## config.mk

```make
export PLATFORM = sky130hd
export DESIGN_NAME = grid_pwm_sched
export DESIGN_NICKNAME = d
export VERILOG_FILES = /design/src/rtl/grid_pwm_sched.sv
export SDC_FILE = /design/constraint.sdc
export NUM_CORES = 1
export LEC_CHECK = 0
export CORE_UTILIZATION = 40
export DETAILED_ROUTE_END_ITERATION = 10
export PLACE_DENSITY = 0.78
export SYNTH_ARGS = -nofsm -noshare
export SYNTH_HDL_FRONTEND = slang
export SYNTH_SLANG_ARGS = --single-unit
```

## constraint.sdc

```tcl
create_clock -name sysclk -period 11.7 [get_ports sysclk]
set_clock_uncertainty 0.15 [all_clocks]
set_input_delay 2.34 -clock sysclk [delete_from_list [all_inputs] [get_ports sysclk]]
set_output_delay 2.34 -clock sysclk [all_outputs]
set_load 0.02 [all_outputs]
```

## src/rtl/grid_pwm_sched.sv

```systemverilog
// Grid PWM scheduler: carrier up-counter, IDLE/RUN/FAULT FSM, one-deep duty buffer committed at the period wrap.
// Ready is combinational; an accepted request becomes visible at count 0 after the next wrap; backpressure holds while the buffer is full.
module grid_pwm_sched #(
  parameter logic [15:0] PERIOD_RST = 16'd2000
) (
  input  logic        sysclk,
  input  logic        global_rst,
  input  logic        enable,
  input  logic        fault,
  input  logic        fault_clr,
  input  logic [15:0] cfg_period,
  input  logic        cfg_load,
  input  logic        prot_valid,
  input  logic [15:0] prot_dm,
  input  logic [15:0] prot_sector,
  output logic        prot_ready,
  input  logic        ctrl_valid,
  input  logic [15:0] ctrl_dm,
  input  logic [15:0] ctrl_sector,
  output logic        ctrl_ready,
  output logic [15:0] global_cnt_rising,
  output logic [15:0] grid_dm,
  output logic [15:0] grid_sector,
  output logic        period_start,
  output logic [1:0]  state,
  output logic        sector_err
);

  localparam logic [1:0] ST_IDLE  = 2'd0;
  localparam logic [1:0] ST_RUN   = 2'd1;
  localparam logic [1:0] ST_FAULT = 2'd2;

  logic [1:0]  state_q, state_d;
  logic [15:0] cnt_q, cnt_d;
  logic [15:0] period_sh_q, period_sh_d;
  logic [15:0] period_nxt_q, period_nxt_d;
  logic [15:0] pend_dm_q, pend_dm_d;
  logic [15:0] pend_sector_q, pend_sector_d;
  logic        pend_full_q, pend_full_d;
  logic [15:0] grid_dm_q, grid_dm_d;
  logic [15:0] grid_sector_q, grid_sector_d;
  logic        sector_err_q, sector_err_d;

  logic        run, wrap, acc, sector_ok;
  logic [15:0] req_dm, req_sector;

  assign run        = (state_q == ST_RUN);
  assign wrap       = run && (cnt_q == period_sh_q - 16'd1);
  assign prot_ready = run && !pend_full_q;
  assign ctrl_ready = run && !pend_full_q && !prot_valid;
  assign acc        = (prot_valid && prot_ready) || (ctrl_valid && ctrl_ready);
  // ctrl can only be accepted when prot_valid is low, so prot_valid selects the source
  assign req_dm     = prot_valid ? prot_dm : ctrl_dm;
  assign req_sector = prot_valid ? prot_sector : ctrl_sector;
  assign sector_ok  = (req_sector >= 16'd1) && (req_sector <= 16'd6);

  always_comb begin
    state_d = state_q;
    if (fault) begin
      state_d = ST_FAULT;
    end else begin
      case (state_q)
        ST_IDLE:  if (enable)          state_d = ST_RUN;
        ST_RUN:   if (wrap && !enable) state_d = ST_IDLE;
        ST_FAULT: if (fault_clr)       state_d = ST_IDLE;
        default:                       state_d = ST_IDLE;
      endcase
    end
  end

  always_comb begin
    if (state_q == ST_IDLE || state_d == ST_IDLE || cnt_q >= period_sh_q - 16'd1) begin
      cnt_d = '0;
    end else begin
      cnt_d = cnt_q + 16'd1;
    end

    period_nxt_d = period_nxt_q;
    if (cfg_load) period_nxt_d = (cfg_period < 16'd2) ? 16'd2 : cfg_period;
    period_sh_d = (state_q == ST_IDLE || wrap) ? period_nxt_q : period_sh_q;

    sector_err_d = sector_err_q;
    if (fault_clr)              sector_err_d = 1'b0;
    else if (acc && !sector_ok) sector_err_d = 1'b1;

    pend_dm_d     = pend_dm_q;
    pend_sector_d = pend_sector_q;
    pend_full_d   = pend_full_q;
    grid_dm_d     = grid_dm_q;
    grid_sector_d = grid_sector_q;
    // leaving RUN drops any pending duty and parks the compare value high
    if (state_d != ST_RUN) begin
      pend_full_d = 1'b0;
      grid_dm_d   = 16'hFFFF;
    end else if (wrap && pend_full_q) begin
      grid_dm_d     = pend_dm_q;
      grid_sector_d = pend_sector_q;
      pend_full_d   = 1'b0;
    end else if (acc && sector_ok) begin
      pend_dm_d     = (req_dm > period_sh_q) ? period_sh_q : req_dm;
      pend_sector_d = req_sector;
      pend_full_d   = 1'b1;
    end
  end

  always_ff @(posedge sysclk or negedge global_rst) begin
    if (!global_rst) begin
      state_q       <= ST_IDLE;
      cnt_q         <= '0;
      period_sh_q   <= PERIOD_RST;
      period_nxt_q  <= PERIOD_RST;
      pend_dm_q     <= '0;
      pend_sector_q <= '0;
      pend_full_q   <= 1'b0;
      grid_dm_q     <= 16'hFFFF;
      grid_sector_q <= '0;
      sector_err_q  <= 1'b0;
    end else begin
      state_q       <= state_d;
      cnt_q         <= cnt_d;
      period_sh_q   <= period_sh_d;
      period_nxt_q  <= period_nxt_d;
      pend_dm_q     <= pend_dm_d;
      pend_sector_q <= pend_sector_d;
      pend_full_q   <= pend_full_d;
      grid_dm_q     <= grid_dm_d;
      grid_sector_q <= grid_sector_d;
      sector_err_q  <= sector_err_d;
    end
  end

  assign state             = state_q;
  assign global_cnt_rising = cnt_q;
  assign grid_dm           = grid_dm_q;
  assign grid_sector       = grid_sector_q;
  assign sector_err        = sector_err_q;
  assign period_start      = run && (cnt_q == 16'd0);

endmodule

```

==> results.md <==
* Status: finished, final reports clean
* Post-Syn Instances at between 500 and 600
* Placement Cell Area at 0.00771 sq mm
* Power Dens Cells at about 140 mW/mm^2
* Critical path startpoint: prot_valid
* Final Cell Area at 0.00828 sq mm
* Max-slew headroom at a little under a fifth
* Clk Latency, worst-skew pair at ~0.40 ns
* WP data required at approximately 9.2 ns
* Share of cells above drive strength 1 at a little under a quarter
* Post-DR wirelength/cell at between 15 and 20 microns
* Final Cycle Share at between 50% and 60%
* Pin count of the biggest net entering global routing at just under 80
* CTS tree: yes
* Via density at 5.39
* Post-synth EDFFs at 0
* HP Class: flip-flop to flip-flop
* Fmax at between 150 and 200 MHz
* Root buf cell: clkbuf_16
* Final Hold Violating Endpoints at 0
* Starting DRT DRC Count at roughly 280
* Post-CTS Resized at 0
* Hold path start: pend_sector_q[7]
* Max_cap viols at 0
* Initial Util at 41.6%
* Area contributors post-synth: dfrtp_1 36%, dfstp_2 12%, mux2_2 12%
* Crit path arrival time at ~3.8 ns
* Number of global-route vias before repair at between 4000 and 5000
* Via count at between 4000 and 5000
* Clock slew at reported path FFs at 0.05 ns
* Crit. End Element: primary output
* Gr usage total at between 10% and 20%
* Max rail drop VDD at 103 uV
* Max clock buf depth at 2
* Die Y at approximately 130 microns
* Crit path kind: input pin to primary output
* N_diodes at 0
* Setup TNS at 0 ns
* RSZ-0062 raised after global routing: no
* Post-DP HPWL at ~11000 microns
* Final #Nets at 787
* Mean post-synth cell area at 11.9 sq um
* Cell taking the most area after synthesis: dfrtp_1
* CP Max Fanout at 27
* Antenna-violating nets left at 0
* Drc violations at 0
* Crit path launch type: input pin
* Antenna violations before repair at 0
* Top-area cell type share of the netlist area at a little over a third
* Synth-to-Final Area Change at 34.8%
* Die X at between 100 and 150 microns
* RR Startpoint: period_sh_q[0]
* RR Endpoint: pend_dm_q[1]
* Routability congestion estimate at around 0.85
* Flops & latches, synth at 116
* Gr ovfl total at 0
* Finished Core Util at a little under three fifths
* Final min period at 6.33 ns
* Fin. max-slew vios at 0
* Syn Nets at 641
* Post-synth cell types at 56
* Post-CTS Setup Bufs at 0
* WHS Endpoint: pend_sector_q[7]
* Worst hold stages at 1
* Main flop type after synthesis: dfrtp_1
* Power Total at 1.15 mW
* Number of port buffers at about 140
* Most common cell after layout, fill and taps aside: clkdlybuf4s50_1
* R2R depth at 13
* Mapped cell area at slightly above 0.006 sq mm
* Most frequent cells in the layout: 140 x clkdlybuf4s50_1, 88 x dfrtp_1, 63 x mux2_2, 35 x ha_1, 29 x nand2_1
* CTS Hold Bufs at 0
* Total Wirelength at approximately 15000 microns
* CTS buffer count at 17
* Synth Warn # at 0
* Setup violators final at 0
* Io pins at 142
* Synth async-reset ratio at between 90% and 100%
* First-pass GRT wire length at about 25000 microns
* DRT Pass-1 Iters at 4
* Die ar. at roughly 0.016 sq mm
* CTS sink cnt at around 120
* Num rows at 44
* Share of the yosys chip area belonging to registers at 47.8%
* Reg2Reg Setup Slack at a little under 7 ns
* H-tree depth at 4
* LEAKAGE at about 3.6 nW
* Slew of the pin with the lowest slew margin at 1.21 ns
* Core ar. at 0.0148 sq mm
-- area by class of cell --
class	count	area [sq um]
multi-input combinational	364	3030
timing repair buffer	145	1440
tap	184	230
sequential	116	2940
inverter	20	75.1
clock buffer	21	460
clock inverter	10	109
fill	1234	6470
-- flip-flops by register name, indices dropped and copies added, names as in the netlist --
signal	flops
global_cnt_rising	16
grid_dm	16
grid_sector	16
pend_dm_q	16
pend_sector_q	16
period_nxt_q	16
period_sh_q	16
state	2
pend_full_q	1
sector_err	1
-- worst max-delay path, cell delays in order --
cell	delay, ns
clkdlybuf4s50_1	0.39
buf_4	0.24
nor3_1	0.23
clkdlybuf4s50_1	0.63
-- worst max-delay path by stage --
| stage | to | slack [ns] | depth (start not counted) |
|---|---|---|---|
| 2_1_floorplan | ctrl_ready | 5.94 | 3 |
| 3_3_place_gp | ctrl_ready | 5.38 | 4 |
| 3_5_place_dp | ctrl_ready | 5.38 | 4 |
| 4_1_cts | ctrl_ready | 5.38 | 4 |
| 5_1_grt | ctrl_ready | 5.31 | 4 |
| 6_report | ctrl_ready | 5.37 | 4 |
-- metrics by stage --
step           hold WS [ns]  std cells  setup slack (ns)
2_1_floorplan         0.296        518              5.94
3_3_place_gp          0.315        829              5.38
3_5_place_dp          0.321        829              5.38
4_1_cts               0.334        860              5.38
5_1_grt               0.346        860              5.31
6_report              0.331        860              5.37
-- cells by family after synthesis --
family                   count (synthesis)  synth area share, %
XOR/XNOR                                27                 3.85
AND/OR/NAND/NOR                        150                 13.6
multiplexers                            84                 16.4
AO/OA/AOI/OAI                           68                 8.31
buffers and inverters                   38                 2.89
flip-flops                             116                 47.8
adder cells (fa/ha/maj)                 35                 7.13
-- power breakdown --
group	internal, mW	switching [mW]	total (mW)
Combinational	0.106	0.106	0.211
Sequential	0.425	0.0231	0.448
Clock	0.321	0.173	0.494
-- metal layers --
layer	track usage, %	routed length (microns)
met1	23.4	6400
met5	0	0
met2	35.1	7760
met4	7.80	348
met3	4.80	839
-- cell usage after synthesis, types with 2 or more instances --
| library cell | count |
|---|---|
| nand2_1 | 29 |
| nor2_1 | 14 |
| and2_1 | 14 |
| mux2i_1 | 2 |
| ha_1 | 35 |
| nor3_1 | 25 |
| mux2_2 | 63 |
| mux2_1 | 2 |
| clkbuf_1 | 10 |
| buf_1 | 2 |
| xnor2_1 | 16 |
| o21ai_0 | 21 |
| nor4b_1 | 2 |
| and4_1 | 2 |
| o22a_1 | 17 |
| dfrtp_1 | 88 |
| a21o_1 | 6 |
| nand4_1 | 11 |
| buf_2 | 2 |
| and3_1 | 4 |
| xor2_1 | 11 |
| mux2_4 | 17 |
| dfstp_2 | 28 |
| a21oi_1 | 11 |
| nor2b_1 | 5 |
| nand2b_1 | 3 |
| or3_1 | 2 |
| o21a_1 | 2 |
| nand3_1 | 19 |
| inv_1 | 20 |
| nor4_1 | 10 |
No activity file was read; power rests on OpenSTA's default activity.
